<file path="config.mk">
export PLATFORM = sky130hd
export DESIGN_NAME = mult32_seq
export DESIGN_NICKNAME = d
export VERILOG_FILES = /design/src/rtl/mult32_seq_pkg.sv /design/src/rtl/mult32_datapath.sv /design/src/rtl/mult32_seq.sv
export SDC_FILE = /design/constraint.sdc
export NUM_CORES = 1
export LEC_CHECK = 0
export CORE_ASPECT_RATIO = 1.5
export CORE_MARGIN = 8
export CORE_UTILIZATION = 61
export CTS_CLUSTER_SIZE = 14
export DETAILED_ROUTE_END_ITERATION = 7
export PLACE_DENSITY = 0.85
export SLEW_MARGIN = 15
export SYNTH_ARGS = -nofsm -noshare
export SYNTH_HDL_FRONTEND = slang
export SYNTH_SLANG_ARGS = --single-unit
</file>
<file path="constraint.sdc">
create_clock -name clk -period 5.85 [get_ports clk]
set_input_delay 0.8775 -clock clk [delete_from_list [all_inputs] [get_ports clk]]
set_output_delay 0.8775 -clock clk [all_outputs]
set_load 0.01 [all_outputs]
</file>
<file path="src/rtl/mult32_seq_pkg.sv">
// mult32_seq_pkg
//   Shared definitions for the iterative shift-add multiplier:
//   - DEF_WIDTH / DEF_CNT_W : default operand width and iteration counter width
//   - MULT_LATENCY          : start-accept edge to done cycle without early
//                             termination (WIDTH + 2); used by stall logic
//   - state_t               : FSM state encoding
//   Optional feature macro used by the files importing this package:
//   MULT32_EARLY_TERM_EN.
package mult32_seq_pkg;

  localparam int DEF_WIDTH    = 32;
  localparam int DEF_CNT_W    = 6;
  localparam int MULT_LATENCY = DEF_WIDTH + 2;

  typedef enum logic [1:0] {
    ST_IDLE = 2'd0,
    ST_RUN  = 2'd1,
    ST_FIX  = 2'd2,
    ST_DONE = 2'd3
  } state_t;

endpackage

</file>
<file path="src/rtl/mult32_datapath.sv">
// mult32_datapath
//   Operand / accumulator registers, the add-shift step, the sign fix-up and
//   the result registers of the sequential multiplier. Sequencing comes from
//   the ld / step / fix strobes generated by mult32_seq.
//   Ports:
//     clk, reset_n        clock, synchronous active-low reset
//     ld                  latch operand magnitudes and sign, clear accumulator
//     step                perform one add-shift iteration
//     fix                 apply sign, compute overflow, register results
//     is_signed, a, b     operands (sampled on ld only)
//     cnt, early          only with MULT32_EARLY_TERM_EN: iteration index in,
//                         "remaining multiplier bits are zero" flag out
//     result_lo/hi, ovf   registered product and overflow flag
module mult32_datapath #(
  parameter int WIDTH = 32
`ifdef MULT32_EARLY_TERM_EN
  ,
  parameter int CNT_W = 6
`endif
) (
  input  logic             clk,
  input  logic             reset_n,
  input  logic             ld,
  input  logic             step,
  input  logic             fix,
  input  logic             is_signed,
  input  logic [WIDTH-1:0] a,
  input  logic [WIDTH-1:0] b,
`ifdef MULT32_EARLY_TERM_EN
  input  logic [CNT_W-1:0] cnt,
  output logic             early,
`endif
  output logic [WIDTH-1:0] result_lo,
  output logic [WIDTH-1:0] result_hi,
  output logic             ovf
);

  logic [WIDTH-1:0]   mcand;
  logic [2*WIDTH-1:0] acc;      // upper half: partial product, lower half: multiplier
  logic               neg;
  logic               sgn;
  logic [WIDTH-1:0]   a_mag;
  logic [WIDTH-1:0]   b_mag;
  logic [WIDTH:0]     sum;      // carry + upper half
  logic [2*WIDTH-1:0] acc_step;
  logic [2*WIDTH-1:0] acc_next;
  logic [2*WIDTH-1:0] prod;
  logic               ovf_c;

`ifdef MULT32_EARLY_TERM_EN
  logic [WIDTH-1:0]   mplier;   // shadow of the not-yet-consumed multiplier bits
  logic [CNT_W-1:0]   rem;
`endif

  always_comb begin
    // The most negative value maps to itself, which reads correctly as 2^(W-1)
    a_mag = (is_signed && a[WIDTH-1]) ? -a : a;
    b_mag = (is_signed && b[WIDTH-1]) ? -b : b;
    sum   = {1'b0, acc[2*WIDTH-1:WIDTH]} + (acc[0] ? {1'b0, mcand} : '0);
    // {carry, upper, lower} is 2*WIDTH+1 bits; the right shift drops the
    // consumed multiplier LSB so the carry lands in the top product bit.
    acc_step = {sum, acc[WIDTH-1:1]};
    acc_next = acc_step;
`ifdef MULT32_EARLY_TERM_EN
    early = (mplier[WIDTH-1:1] == '0);
    rem   = CNT_W'(WIDTH - 1) - cnt;
    // Barrel-align: the skipped iterations would only have shifted right.
    if (early) acc_next = acc_step >> rem;
`endif
    prod  = neg ? -acc : acc;
    ovf_c = sgn ? (prod[2*WIDTH-1:WIDTH] != {WIDTH{prod[WIDTH-1]}})
                : (prod[2*WIDTH-1:WIDTH] != '0);
  end

  always_ff @(posedge clk) begin
    if (!reset_n) begin
      mcand     <= '0;
      acc       <= '0;
      neg       <= 1'b0;
      sgn       <= 1'b0;
      result_lo <= '0;
      result_hi <= '0;
      ovf       <= 1'b0;
`ifdef MULT32_EARLY_TERM_EN
      mplier    <= '0;
`endif
    end else begin
      if (ld) begin
        mcand  <= a_mag;
        acc    <= {{WIDTH{1'b0}}, b_mag};
        neg    <= is_signed & (a[WIDTH-1] ^ b[WIDTH-1]);
        sgn    <= is_signed;
`ifdef MULT32_EARLY_TERM_EN
        mplier <= b_mag;
`endif
      end else if (step) begin
        acc    <= acc_next;
`ifdef MULT32_EARLY_TERM_EN
        mplier <= mplier >> 1;
`endif
      end
      if (fix) begin
        result_hi <= prod[2*WIDTH-1:WIDTH];
        result_lo <= prod[WIDTH-1:0];
        ovf       <= ovf_c;
      end
    end
  end

endmodule

</file>
<file path="src/rtl/mult32_seq.sv">
// mult32_seq
//   Iterative shift-add WIDTH x WIDTH multiplier (signed or unsigned) for the
//   ALU execute stage. result_lo feeds the ALU result mux.
//   Optional feature macro: MULT32_EARLY_TERM_EN (leave RUN as soon as the
//   remaining multiplier bits are zero; results unchanged, latency shorter).
//   Ports (bit 0 is the MSB on all vectors):
//     clk, reset_n          clock, synchronous active-low reset
//     start, is_signed      request pulse and operand signedness
//     a, b                  multiplicand / multiplier
//     busy, done            handshake status
//     result_lo, result_hi  product words; hold until the next FIX cycle
//     ovf                   product does not fit in WIDTH bits
//     dbg_state             current FSM state
//   Handshake: start is accepted only in IDLE or DONE and is otherwise
//   dropped (never queued); operands are sampled on the accepting edge only.
//   busy is high in RUN and FIX; done is high for exactly the one DONE cycle,
//   in which busy is low and a new start may be accepted back-to-back.
module mult32_seq
  import mult32_seq_pkg::*;
#(
  parameter int WIDTH = DEF_WIDTH,
  parameter int CNT_W = DEF_CNT_W
) (
  input  logic           clk,
  input  logic           reset_n,
  input  logic           start,
  input  logic           is_signed,
  input  logic [0:WIDTH-1] a,
  input  logic [0:WIDTH-1] b,
  output logic           busy,
  output logic           done,
  output logic [0:WIDTH-1] result_lo,
  output logic [0:WIDTH-1] result_hi,
  output logic           ovf,
  output state_t         dbg_state
);

  state_t           state;
  state_t           state_nx;
  logic [CNT_W-1:0] cnt;
  logic             ld;
  logic             step;
  logic             fix;
  logic             last_iter;
  logic             early_term;

  mult32_datapath #(
    .WIDTH(WIDTH)
`ifdef MULT32_EARLY_TERM_EN
    ,
    .CNT_W(CNT_W)
`endif
  ) u_dp (
    .clk       (clk),
    .reset_n   (reset_n),
    .ld        (ld),
    .step      (step),
    .fix       (fix),
    .is_signed (is_signed),
    .a         (a),
    .b         (b),
`ifdef MULT32_EARLY_TERM_EN
    .cnt       (cnt),
    .early     (early_term),
`endif
    .result_lo (result_lo),
    .result_hi (result_hi),
    .ovf       (ovf)
  );

`ifndef MULT32_EARLY_TERM_EN
  assign early_term = 1'b0;
`endif

  assign last_iter = (cnt == CNT_W'(WIDTH - 1));

  always_ff @(posedge clk) begin
    if (!reset_n) begin
      state <= ST_IDLE;
      cnt   <= '0;
    end else begin
      state <= state_nx;
      if (ld)        cnt <= '0;
      else if (step) cnt <= cnt + 1'b1;
    end
  end

  always_comb begin
    state_nx = state;
    ld       = 1'b0;
    step     = 1'b0;
    fix      = 1'b0;
    case (state)
      ST_IDLE: begin
        if (start) begin
          ld       = 1'b1;
          state_nx = ST_RUN;
        end
      end
      ST_RUN: begin
        step = 1'b1;
        if (last_iter || early_term) state_nx = ST_FIX;
      end
      ST_FIX: begin
        fix      = 1'b1;
        state_nx = ST_DONE;
      end
      ST_DONE: begin
        if (start) begin
          ld       = 1'b1;
          state_nx = ST_RUN;
        end else begin
          state_nx = ST_IDLE;
        end
      end
      default: state_nx = ST_IDLE;
    endcase
  end

  assign busy      = (state == ST_RUN) || (state == ST_FIX);
  assign done      = (state == ST_DONE);
  assign dbg_state = state;

endmodule

</file>
Yosys cells after proc, flatten, opt, wreduce, memory -nomap -nowiden:

Cells that the tools add are included.

* mux-type cells: 15
* eq/ne operators: 7
* add/subtract/negate cells: 5
* bitwise logic cells: 3
* reduce and logical (&&, ||, !) cells: 9

Operator list (number)
* 32-bit 2-to-1 mux: 5
* 64-bit 2-to-1 mux: 1
* 32-bit negator: 2
* 64-bit negator: 1
* 32-bit by 32-bit adder with 33-bit output: 1
* 32-bit inequality test: 1
* 32-bit nonzero test: 1
* 2-bit case mux with 4 select lines: 1
* 6-bit by 1-bit adder with 6-bit output, second input constant: 1
* 6-bit by 5-bit == test with 1-bit output, second input constant: 1
* 1-bit 2-to-1 mux: 6
* 2-bit == test, second input constant: 2
* 2-bit 2-to-1 mux: 2
* 2-bit inequality test, second input constant: 2
* 2-bit OR reduction: 2
* 2-bit by 1-bit == test with 1-bit output, second input constant: 1
* 1-bit logical AND: 2
* 2-bit zero test: 1
* 2-bit AND reduction: 1
* 2-bit nonzero test: 1
* 1-bit AND: 1
* 1-bit logical OR: 1
* 1-bit inverter: 1
* 1-bit bitwise XOR: 1

* logic and storage cells: 49
* bits of input ports: 68
* output and inout port bits: 69
* register bits after elaboration: 171

Depth between registers and ports, before layout:

Gate-level depths: netlist of run 1.

* depth after elaboration: 4
* mapped depth: 16
* depth with buffers taken out: 14

Modules after synthesis:

From an unflattened synthesis of run 1, not the netlist that was laid out.

* cell total of the unflattened synthesis: 1438
* area, all modules: 11428.5 µm²

By module, submodules not included
* mult32_datapath: times used 1, area an instance 10970.5 µm², sequential area each 3263.1 µm², cells an instance 1390
* mult32_seq: times used 1, area an instance 457.9 µm², sequential area each 160.2 µm², cells an instance 48

Least setup slack after synthesis of run 1:

No wires, ideal clock.

* kind: reg2reg
* from: reg u_dp.acc[0]
* to: reg u_dp.acc[61]
* cell stages (with the launch flop): 17
* setup slack: 2.088 ns
* path buffers: 2
* period minus slack after synthesis: 3.762 ns
* library setup time: 0.132 ns
* data arrival time: 3.630 ns
* data required time: 5.718 ns
* path through: dfxtp_1 -> clkbuf_1 -> clkbuf_1 -> and2_1 -> ha_1 -> fa_1 -> a211o_1 -> a21oi_1 -> o21ai_0 -> a21oi_1 -> o31ai_1 -> o311ai_0 -> a21oi_1 -> a41o_1 -> or3_1 -> nand3_1 -> a21oi_1

* word-level cells in the longest chain between the ends: 2

Ends and longest elaborated chain
* start: declaration: line mult32_datapath.sv:39 `logic [2*WIDTH-1:0] acc;`
* start signal: assignment: line mult32_datapath.sv:90 `acc <= {{WIDTH{1'b0}}, b_mag};`
* start signal: assignment: line mult32_datapath.sv:97 `acc <= acc_next;`
* 32-bit 2-to-1 mux: line mult32_datapath.sv:59 `sum = {1'b0, acc[2*WIDTH-1:WIDTH]} + (acc[0] ? {1'b0, mcand} : '0);`
* 32-bit by 32-bit adder with 33-bit output: line mult32_datapath.sv:59

No other way between the ends.
A chain may end at the register's enable or synchronous reset.

Final worst setup path of run 1:

Same ends and word-level chain as after synthesis.

==> summary.md, run 1 <==
| Metric | Value |
|---|---|
| Max_cap viols | `0` |
| Setup WS pre-CTS | `1.61 ns` |
| CP Max Fanout | `36` |
| Final setup margin | `1.48 ns` |
| Worst Path Required | `6.15 ns` |
| Die Area | `22,300 µm²` |
| NumNets Final | `1,512` |
| Slew Viols, Final | `0` |
| GR Util met3 | `0.0388` |
| Initial antenna violation count | `0` |
| TritonCTS clock tree | `done` |
| Post-synth top cells | `200 x nor2_1, 171 x dfxtp_1, 122 x a211oi_1, 102 x xor2_1, 70 x nand2_1` |
| Clock sinks | `171` |
| Post-DP HPWL | `21,200 µm` |
| #FFs+latches synth | `171` |
| Clock Tree Root | `clkbuf_16` |
| Largest net degree at the start of global routing | `79` |
| Final hold vios | `0` |
| RSZ-0062 raised after global routing | `false` |
| Placed cell areas | `12,200 µm²` |
| Hold_sp | `u_dp.mcand[18]$_SDFFE_PN0P_` |
| Top-count cell post-synth | `nor2_1` |
| Final worst-path cycle share | `0.748` |
| Worst-Margin Slew | `1.02 ns` |
| Clk_lat worst skew | `0.43 ns` |
| Yosys top cell by area | `dfxtp_1` |
| Routed via count | `10,100` |
| Post-DR vias/cell | `6.20` |
| GPL Wtd Cong | `0.913` |
| Port bufs | `136` |
| Antenna viol nets, final | `0` |
| Final setup fails | `0` |
| Core area | `17,300 µm²` |
| Synthesized area per cell | `8.17 µm²` |
| Top FF cell, synth | `dfxtp_1` |
| First-pass GRT wire length | `47,700 µm` |
| Seq/Total Area, Yosys | `0.318` |
| Crit path kind | `flop to flop` |
| Synthesized Nets | `1,429` |
| Top Ports | `137` |
| Wire per inst | `17.8 µm` |
| Num CTS Buffers | `17` |
| Total Neg Setup Slack | `0 ns` |
| Peak VDD IR | `469 µV` |
| Post-route cell area | `12,800 µm²` |
| Vias in the first global route | `9,648` |
| Clock skew | `0.0152 ns` |
| Chip Width | `125 µm` |
| Post-CTS setup buffer count | `0` |
| Fin cells | `1,628` |
| Synth Cell Area | `10,800 µm²` |
| Distinct cell type count after synthesis | `61` |
| RR Startpoint | `u_dp.acc[0]$_SDFFE_PN0P_` |
| Post-cts resize count | `0` |
| Warnings, synthesis | `0` |
| Async set or reset register ratio after synthesis | `0` |
| Hold Crit Class | `flop to flop` |
| WP data arrival | `4.68 ns` |
| Crit path launch | `u_dp.acc[0]$_SDFFE_PN0P_` |
| Final min period | `4.37 ns` |
| Max clock buf depth | `2` |
| Synth area leaders | `dfxtp_1 32%, a211oi_1 8.5%, xor2_1 8.3%` |
| Post-synth EDFFs | `0` |
| GR peak layer | `met2` |
| Outcome | `completed` |
| Final core occ | `0.739` |
| Total track usage | `0.255` |
| Drt drc | `0` |
| Clk pin slew, worst setup/hold paths | `0.07 ns` |
| Congestion Overflow GR | `0` |
| N_diodes | `0` |
| Setup crit start kind | `flop` |
| Placed Cells | `1,596` |
| Crit end category | `flop` |
| Initial DRC count | `854` |
| H-Tree Depth | `4` |
| Static leakage | `4.76 nW` |
| Initial Util | `0.621` |
| Synth top area share | `0.318` |
| Cell row count | `59` |
| Fmax | `0.229 GHz` |
| P&R area growth vs syn | `18.9%` |
| Final wirelength | `29,100 µm` |
| TritonRoute pass-1 iters | `5` |
| Post-Synthesis Cells | `1,319` |
| Pwr/cell area | `434 nW/µm²` |
| Relative slew slack | `0.318` |
| Fraction of layout cells with a size suffix above 1 | `0.0410` |
| Met2 GRT Util | `0.443` |
| Die Span Y | `179 µm` |
| CTS Hold Buffers Added | `0` |
| Met1 usage in global routing | `0.306` |
## layer usage
| layer | up-vias | wire [µm] |
|---|---|---|
| li1 | 4987 | - |
| met1 | 4665 | 12400 |
| met2 | 362 | 14200 |
| met3 | 79 | 1420 |
| met4 | 0 | 1010 |
| met5 | - | 0 |
## cell type report
type | instances | area [µm²]
clock buffer | 18 | 439
clock inverter | 14 | 178
fill | 1307 | 4530
inverter | 23 | 87.6
multi-input combinational | 1046 | 7010
sequential | 171 | 3420
tap | 213 | 267
timing repair buffer | 143 | 1410
## power breakdown
group | total, mW | internal, mW | switching, mW
logic | 2.51 | 1.10 | 1.41
clock network | 1.18 | 0.660 | 0.521
registers | 1.88 | 1.52 | 0.354
total | 5.56 | 3.28 | 2.28
## cell usage in the layout (no fill, tap or decap), drive strengths merged, types with 4 or more instances in the layout
master	netlist	routed
a211oi	122	122
a21o	11	11
a21oi	52	52
a311oi	7	7
a31oi	4	4
and2	40	40
and3	5	5
buf	11	7
clkbuf	68	18
clkdlybuf4s50	0	136
clkinv	2	5
dfxtp	171	171
ha	41	41
inv	21	28
mux2i	56	56
nand2	70	70
nand2b	12	12
nand3	20	20
nand4	13	13
nor2	200	200
nor2b	16	16
nor3	23	23
nor4	18	18
o21a	6	6
o21ai	56	56
o22ai	4	4
o31ai	31	31
o41ai	19	19
or2	4	4
or3	19	19
or4	17	17
xnor2	42	42
xor2	102	102
## flip-flops by register name (all words and copies together), names as in the netlist, 2 cells and up
register        flops
u_dp.result_hi     32
u_dp.acc           64
u_dp.mcand         32
dbg_state           2
u_dp.result_lo     32
cnt                 6
## through the flow
step	hold WS [ns]	power (mW)
2_1_floorplan	0.427	3.47
3_3_place_gp	0.437	4.30
5_1_grt	0.494	5.91
4_1_cts	0.458	5.55
6_report	0.459	5.56
3_5_place_dp	0.451	4.35
## kinds of logic after synthesis
logic type | share of synthesized area
simple gates | 0.210
compound gates | 0.219
flops | 0.318
xor+xnor | 0.117
buf+inv | 0.0356
mux | 0.0520
fa+ha+maj | 0.0495
## worst paths after layout
| kind | endpoint | slack [ns] | cells past startpoint |
|---|---|---|---|
| setup reg to reg | u_dp.acc[61]$_SDFFE_PP0P_ | 1.48 | 13 |
| hold reg to reg | u_dp.mcand[18]$_SDFFE_PN0P_ | 0.46 | 2 |
| setup / recovery | u_dp.acc[61]$_SDFFE_PP0P_ | 1.48 | 13 |
| hold / removal | u_dp.mcand[18]$_SDFFE_PN0P_ | 0.46 | 2 |
## critical path, cell delays in order (launching register included)
cell and delay [ns]:
dfxtp_1 0.88, and2_1 0.23, ha_1 0.26, and3_1 0.23, a221oi_1 0.37, o21ai_0 0.30
a21oi_1 0.34, o31ai_1 0.15, o311ai_0 0.55, a21oi_1 0.17, a41o_1 0.29, or3_1 0.30
nand3_1 0.09, a21oi_1 0.07
(Power assumes the default switching activity.)
==> run 2: changes to the inputs <==
Settings changed: CORE_UTILIZATION 61 to 57, PLACE_DENSITY 0.85 to 0.8.
Clock period 5.85 ns to 4.3 ns, I/O delays scaled along.
==> summary.md, run 2 (synthesized netlist as in run 1, its figures left out) <==
| Metric | Value |
|---|---|
| RR Startpoint | `u_dp.acc[0]$_SDFFE_PN0P_` |
| Slowest CP cell | `o311ai_0` |
| Post-cts resize count | `0 (unchanged)` |
| Final hold vios | `0 (unchanged)` |
| Footprint of the multi-input gates | `7010 µm² (unchanged)` |
| Total track usage | `0.242 (-0.0125)` |
| Core area | `18,500 µm² (+6.9%)` |
| Clk pin slew, worst setup/hold paths | `0.07 ns (about the same)` |
| Routed via count | `9,970 (-1.2%)` |
| P&R area growth vs syn | `19.5%` |
| Worst-Margin Slew | `1.01 ns (-0.0166 ns)` |
| Fmax | `0.252 GHz (+10%)` |
| WP data arrival | `4.24 ns (-0.44 ns)` |
| Biggest register | `u_dp.acc` |
| Largest net degree at the start of global routing | `105 (+33%)` |
| Crit end category | `flop` |
| Die Span Y | `184 µm (+3.1%)` |
| Pwr/cell area | `578 nW/µm² (+33%)` |
| Final worst-path cycle share | `0.923 (+0.175)` |
| Top cell by count, worst path | `a21oi_1` |
| Crit path kind | `flop to flop` |
| Initial DRC count | `540 (-37%)` |
| GPL Wtd Cong | `0.924 (+1.3%)` |
| Top Ports | `137 (unchanged)` |
| Fraction of layout cells with a size suffix above 1 | `0.0450 (+0.00402)` |
| Hold Crit Class | `flop to flop` |
| Congestion Overflow GR | `0 (unchanged)` |
| Total Neg Setup Slack | `0 ns (unchanged)` |
| Final core occ | `0.695 (-0.0442)` |
| FF-to-FF setup slack | `0.33 ns (-1.14 ns)` |
| RSZ-0062 raised after global routing | `false` |
| Wire per inst | `17.2 µm (-3.8%)` |
| Post-DR vias/cell | `5.96 (-3.9%)` |
| Crit path max-delay family | `compound AO/OA/AOI/OAI gates` |
| Most frequent cells in the layout | `200 x nor2_1, 170 x dfxtp_1, 136 x clkdlybuf4s50_1` |
| Largest stage delay, worst path | `0.59 ns (-0.29 ns)` |
| Chip Width | `128 µm (+3.0%)` |
| NumNets Final | `1,520 (+0.53%)` |
| Cell row count | `61 (+3.4%)` |
| Crit path depth | `14 (+1)` |
| WL met3 | `1120 µm (-22%)` |
| TritonRoute pass-1 iters | `5 (unchanged)` |
| N_diodes | `0 (unchanged)` |
| Max clock buf depth | `2 (unchanged)` |
| Max reg flops | `64 (unchanged)` |
| H-Tree Depth | `4 (unchanged)` |
| Critical path, cell by cell | `buf_4 -> and2_1 -> ha_1 -> and3_1 -> a221oi_1 -> o21ai_0 -> a21oi_1 -> o31ai_1 -> o311ai_0 -> a21oi_1 -> a41o_1 -> or3_1 -> nand3_1 -> a21oi_1` |
| Max_cap viols | `0 (unchanged)` |
| CP Max Fanout | `30 (-17%)` |
| Register area | `3420 µm² (unchanged)` |
| Most common cell after layout, fill and taps aside | `nor2_1` |
| Reg2reg path depth | `14 (+1)` |
| Slew Viols, Final | `0 (unchanged)` |
| Final min period | `3.97 ns (-0.406 ns)` |
| CTS Hold Buffers Added | `0 (unchanged)` |
| Clock Tree Root | `clkbuf_16` |
| Vias in the first global route | `9,479 (-1.8%)` |
| Initial antenna violation count | `0 (unchanged)` |
| Clk_lat worst skew | `0.43 ns (about the same)` |
| Num CTS Buffers | `17 (unchanged)` |
| Routed met1 length | `12,400 µm (-0.37%)` |
| Antenna viol nets, final | `0 (unchanged)` |
| Post-CTS setup buffer count | `0 (unchanged)` |
| Worst Path Required | `4.57 ns (-1.58 ns)` |
| Relative slew slack | `0.328 (+0.00946)` |
| RR Endpoint | `u_dp.acc[61]$_SDFFE_PP0P_` |
| Die Area | `23,700 µm² (+6.2%)` |
| Final wirelength | `28,700 µm (-1.1%)` |
| WP buf/inv | `1 (+1)` |
| Clock skew | `0.0126 ns (-0.00259 ns)` |
| Post-DP HPWL | `21,900 µm (+3.3%)` |
| Crit path launch | `u_dp.acc[0]$_SDFFE_PN0P_` |
| Static leakage | `4.77 nW (+0.19%)` |
| Drt drc | `0 (unchanged)` |
| TritonCTS clock tree | `done` |
| Outcome | `completed` |
| Final setup fails | `0 (unchanged)` |
| Initial Util | `0.581 (-0.0402)` |
| Setup crit start kind | `flop` |
| Peak VDD IR | `315 µV (-33%)` |
| Fill count | `1,526 (+17%)` |
| Top Metal Used | `met4` |
| Crit path capture | `u_dp.acc[61]$_SDFFE_PP0P_` |
| First-pass GRT wire length | `46,900 µm (-1.6%)` |
| Port bufs | `136 (unchanged)` |
| Clock sinks | `171 (unchanged)` |
| Met2 WL | `14,100 µm (-0.71%)` |
## run 2: cell types whose count changed in the layout (fill, tap and decap cells not counted)
cell	delta
buf_12	+1
inv_6	+1
buf_4	+7
inv_8	-2
clkbuf_1	+1
clkinvlp_4	+2
clkbuf_8	-1
bufinv_16	-1
clkinv_8	-1
## run 2: power by group
part,internal (mW),switching (mW)
registers,2.07,0.457
logic,1.51,1.92
clock network,0.809,0.680
total,4.39,3.06
## run 2: routing by layer
layer	vias to the layer above	global-route usage
li1	4988	-
met1	4626	0.287
met2	282	0.419
met3	74	0.0286
met4	0	0.128
met5	-	0
## run 2: area by class of cell
cell class / instances / area share
clock buffer: 18 / 0.0333
clock inverter: 13 / 0.0103
tap: 252 / 0.0245
timing repair buffer: 151 / 0.115
sequential: 171 / 0.266
inverter: 23 / 0.00680
multi-input combinational: 1046 / 0.544
## run 2: worst min path at each step
stage / start / endpoint / slack (ns) / depth (start not counted)
global placement: u_dp.mcand[31]$_SDFFE_PN0P_ / u_dp.mcand[31]$_SDFFE_PN0P_ / 0.44 / 2
global route: u_dp.mcand[0]$_SDFFE_PN0P_ / u_dp.mcand[0]$_SDFFE_PN0P_ / 0.48 / 2
detailed placement: u_dp.mcand[0]$_SDFFE_PN0P_ / u_dp.mcand[0]$_SDFFE_PN0P_ / 0.44 / 2
CTS: u_dp.mcand[0]$_SDFFE_PN0P_ / u_dp.mcand[0]$_SDFFE_PN0P_ / 0.45 / 2
finish: u_dp.mcand[0]$_SDFFE_PN0P_ / u_dp.mcand[0]$_SDFFE_PN0P_ / 0.45 / 2
floorplan: u_dp.mcand[18]$_SDFFE_PN0P_ / u_dp.mcand[18]$_SDFFE_PN0P_ / 0.43 / 2
## run 2: worst register-to-register path, delay by kind of cell (launching register included)
kind	cells	cell delay, ns
AO/OA/AOI/OAI	8	2.09
buffers and inverters	1	0.26
flip-flops	1	0.41
AND/OR/NAND/NOR	4	0.79
adder cells (fa/ha/maj)	1	0.27
## run 2: stage by stage
stage          hold WS, ns  area [µm²]  setup WS (ns)  total power [mW]  std cells
6_report             0.453       12900          0.331              7.45       1674
4_1_cts              0.454       12900          0.365              7.45       1674
2_1_floorplan        0.427       10800          0.538              4.73       1319
3_3_place_gp         0.438       12300          0.431              5.88       1643
3_5_place_dp         0.444       12300          0.357              5.96       1643
5_1_grt              0.477       12900         0.0305              7.91       1674
==> run 3: changes to the inputs <==
Settings changed: CORE_UTILIZATION 57 to 40, PLACE_DENSITY 0.8 to 0.59, RECOVER_POWER set to 100.
==> summary.md, run 3 (synthesized netlist as in run 1, its figures left out) <==
| Metric | Value |
|---|---|
| Post-DP HPWL | `24,400 µm (+12%)` |
| Hold_sp | `u_dp.mcand[18]$_SDFFE_PN0P_` |
| WP buf/inv | `0 (-1)` |
| Max_cap viols | `1 (+1)` |
| Post-cts resize count | `0 (unchanged)` |
| Crit path max-delay family | `compound AO/OA/AOI/OAI gates` |
| Cell row count | `73 (+20%)` |
| Drt drc | `0 (unchanged)` |
| Final wirelength | `31,900 µm (+11%)` |
| RR Startpoint | `u_dp.acc[0]$_SDFFE_PN0P_` |
| Clk_lat worst skew | `0.45 ns (+0.02 ns)` |
| Outcome | `finished, violations left` |
| Final worst-path cycle share | `0.918 (-0.00517)` |
| Total track usage | `0.197 (-0.0454)` |
| FF-to-FF setup slack | `0.35 ns (+0.02 ns)` |
| GPL Wtd Cong | `0.886 (-4.1%)` |
| RSZ-0062 raised after global routing | `false` |
| First-pass GRT wire length | `51,000 µm (+8.8%)` |
| Crit path kind | `flop to flop` |
| RR Endpoint | `u_dp.acc[61]$_SDFFE_PP0P_` |
| Vias in the first global route | `9,576 (+1.0%)` |
| CTS Hold Buffers Added | `0 (unchanged)` |
| Antenna viol nets, final | `0 (unchanged)` |
| Clock sinks | `171 (unchanged)` |
| Congestion Overflow GR | `0 (unchanged)` |
| Pwr/cell area | `574 nW/µm² (-0.79%)` |
| Reg2reg path depth | `14 (unchanged)` |
| Routed via count | `9,838 (-1.3%)` |
| Chip Width | `150 µm (+17%)` |
| P&R area growth vs syn | `20.8%` |
| WP data arrival | `4.24 ns (about the same)` |
| Largest net degree at the start of global routing | `88 (-16%)` |
| Clock Tree Root | `clkbuf_16` |
| Slowest CP cell | `o311ai_0` |
| Final min period | `3.95 ns (-0.0222 ns)` |
| Crit end category | `flop` |
| Worst Hold Path EP | `u_dp.mcand[18]$_SDFFE_PN0P_` |
| Tot Pwr | `7.47 mW (+0.25%)` |
| Top cell by count, worst path | `a21oi_1` |
| Critical path, cell by cell | `and2_1 -> ha_1 -> fa_1 -> a211o_1 -> a21oi_1 -> o21ai_0 -> a21oi_1 -> o31ai_1 -> o311ai_0 -> a21oi_1 -> a41o_1 -> or3_1 -> nand3_1 -> a21oi_1` |
| Port bufs | `136 (unchanged)` |
| Max reg flops | `64 (unchanged)` |
| N_diodes | `0 (unchanged)` |
| Initial DRC count | `560 (+3.7%)` |
| TritonCTS clock tree | `done` |
| Post-route cell area | `13,000 µm² (+1.0%)` |
| Fmax | `0.253 GHz (+0.56%)` |
| Die Area | `32,600 µm² (+38%)` |
| Peak VDD IR | `303 µV (-3.6%)` |
| Final hold vios | `0 (unchanged)` |
| Hold Crit Class | `flop to flop` |
| Initial Util | `0.407 (-0.174)` |
| Wire per inst | `18.0 µm (+5.1%)` |
| Clk pin slew, worst setup/hold paths | `0.07 ns (about the same)` |
| CP Max Fanout | `14 (-53%)` |
| Fraction of layout cells with a size suffix above 1 | `0.0455 (+0.000448)` |
| Setup crit start kind | `flop` |
| Biggest register | `u_dp.acc` |
| Largest stage delay, worst path | `0.45 ns (-0.14 ns)` |
| Post-CTS setup buffer count | `0 (unchanged)` |
| Placed cell areas | `12,500 µm² (+1.3%)` |
| Num CTS Buffers | `17 (unchanged)` |
| Failing checks | `max-capacitance violations, max-slew violations` |
| Worst-Margin Slew | `2.27 ns (+1.26 ns)` |
| H-Tree Depth | `4 (unchanged)` |
| Worst Hold Depth | `2 (unchanged)` |
| Most frequent cells in the layout | `200 x nor2_1, 170 x dfxtp_1, 122 x a211oi_1` |
| Static leakage | `5.03 nW (+5.5%)` |
| Worst Path Required | `4.59 ns (+0.02 ns)` |
| Relative slew slack | `-0.511 (-0.838)` |
| Total Neg Setup Slack | `0 ns (unchanged)` |
| Max clock buf depth | `2 (unchanged)` |
| Final setup fails | `0 (unchanged)` |
| TritonRoute pass-1 iters | `7 (+2)` |
| NumNets Final | `1,527 (+0.46%)` |
| Post-DR vias/cell | `5.57 (-6.5%)` |
| Most common cell after layout, fill and taps aside | `nor2_1` |
| Clock skew | `0.00913 ns (-0.00344 ns)` |
| Core area | `26,500 µm² (+43%)` |
| Top Ports | `137 (unchanged)` |
| Die Span Y | `217 µm (+18%)` |
| Initial antenna violation count | `0 (unchanged)` |
| Crit path launch | `u_dp.acc[0]$_SDFFE_PN0P_` |
| Slew Viols, Final | `40 (+40)` |
==> run 3: changes by cell type in the layout (fill, tap and decap cells not counted), moves of 3 or more <==
cell / previous run / this run
dlygate4sd3_1: 0 / 71
o21ai_0: 50 / 54
clkbuf_2: 0 / 3
o21ai_1: 6 / 2
clkdlybuf4s50_1: 136 / 65
clkbuf_1: 1 / 4
clkbuf_8: 0 / 3
==> run 3: worst max path at each step <==
stage	endpoint	slack [ns]	cells after the start
2_1_floorplan	u_dp.acc[61]$_SDFFE_PP0P_	0.54	16
3_3_place_gp	u_dp.acc[61]$_SDFFE_PP0P_	0.47	14
3_5_place_dp	u_dp.acc[61]$_SDFFE_PP0P_	0.42	14
4_1_cts	u_dp.acc[61]$_SDFFE_PP0P_	0.41	14
5_1_grt	u_dp.acc[61]$_SDFFE_PP0P_	0.02	14
6_report	u_dp.acc[61]$_SDFFE_PP0P_	0.35	14
==> run 3: cell type report <==
cell class / instances / area, µm²
fill: 2609 / 13500
multi-input combinational: 1046 / 6960
sequential: 171 / 3420
timing repair buffer: 158 / 1520
clock buffer: 20 / 467
tap: 337 / 422
clock inverter: 12 / 138
inverter: 23 / 88.8
==> run 3: through the flow <==
step | cells | worst slack [ns] | utilization | hold slack, ns
after floorplan | 1319 | 0.538 | - | 0.427
after global placement | 1735 | 0.474 | 0.471 | 0.440
after detailed placement | 1735 | 0.422 | 0.471 | 0.444
after CTS | 1767 | 0.408 | 0.494 | 0.455
after global routing | 1767 | 0.0227 | 0.491 | 0.490
final | 1767 | 0.354 | 0.491 | 0.458
==> run 3: power by group <==
part           leakage, nW  switching (mW)  internal (mW)
combinational         3.34            1.90           1.44
sequential            1.40           0.466           2.07
clock                0.293           0.685          0.907
==> run 3: tightest hold or removal path, cell delays in order, from the launching register on <==
cell and delay, ns:
dfxtp_1 0.31, nand2_1 0.05, a21oi_1 0.05
==> run 3: per-layer routing <==
metal | track usage | routed length, µm
met2 | 0.352 | 16400
met5 | 0 | 0
met4 | 0.106 | 1210
met3 | 0.0285 | 1090
met1 | 0.220 | 13200
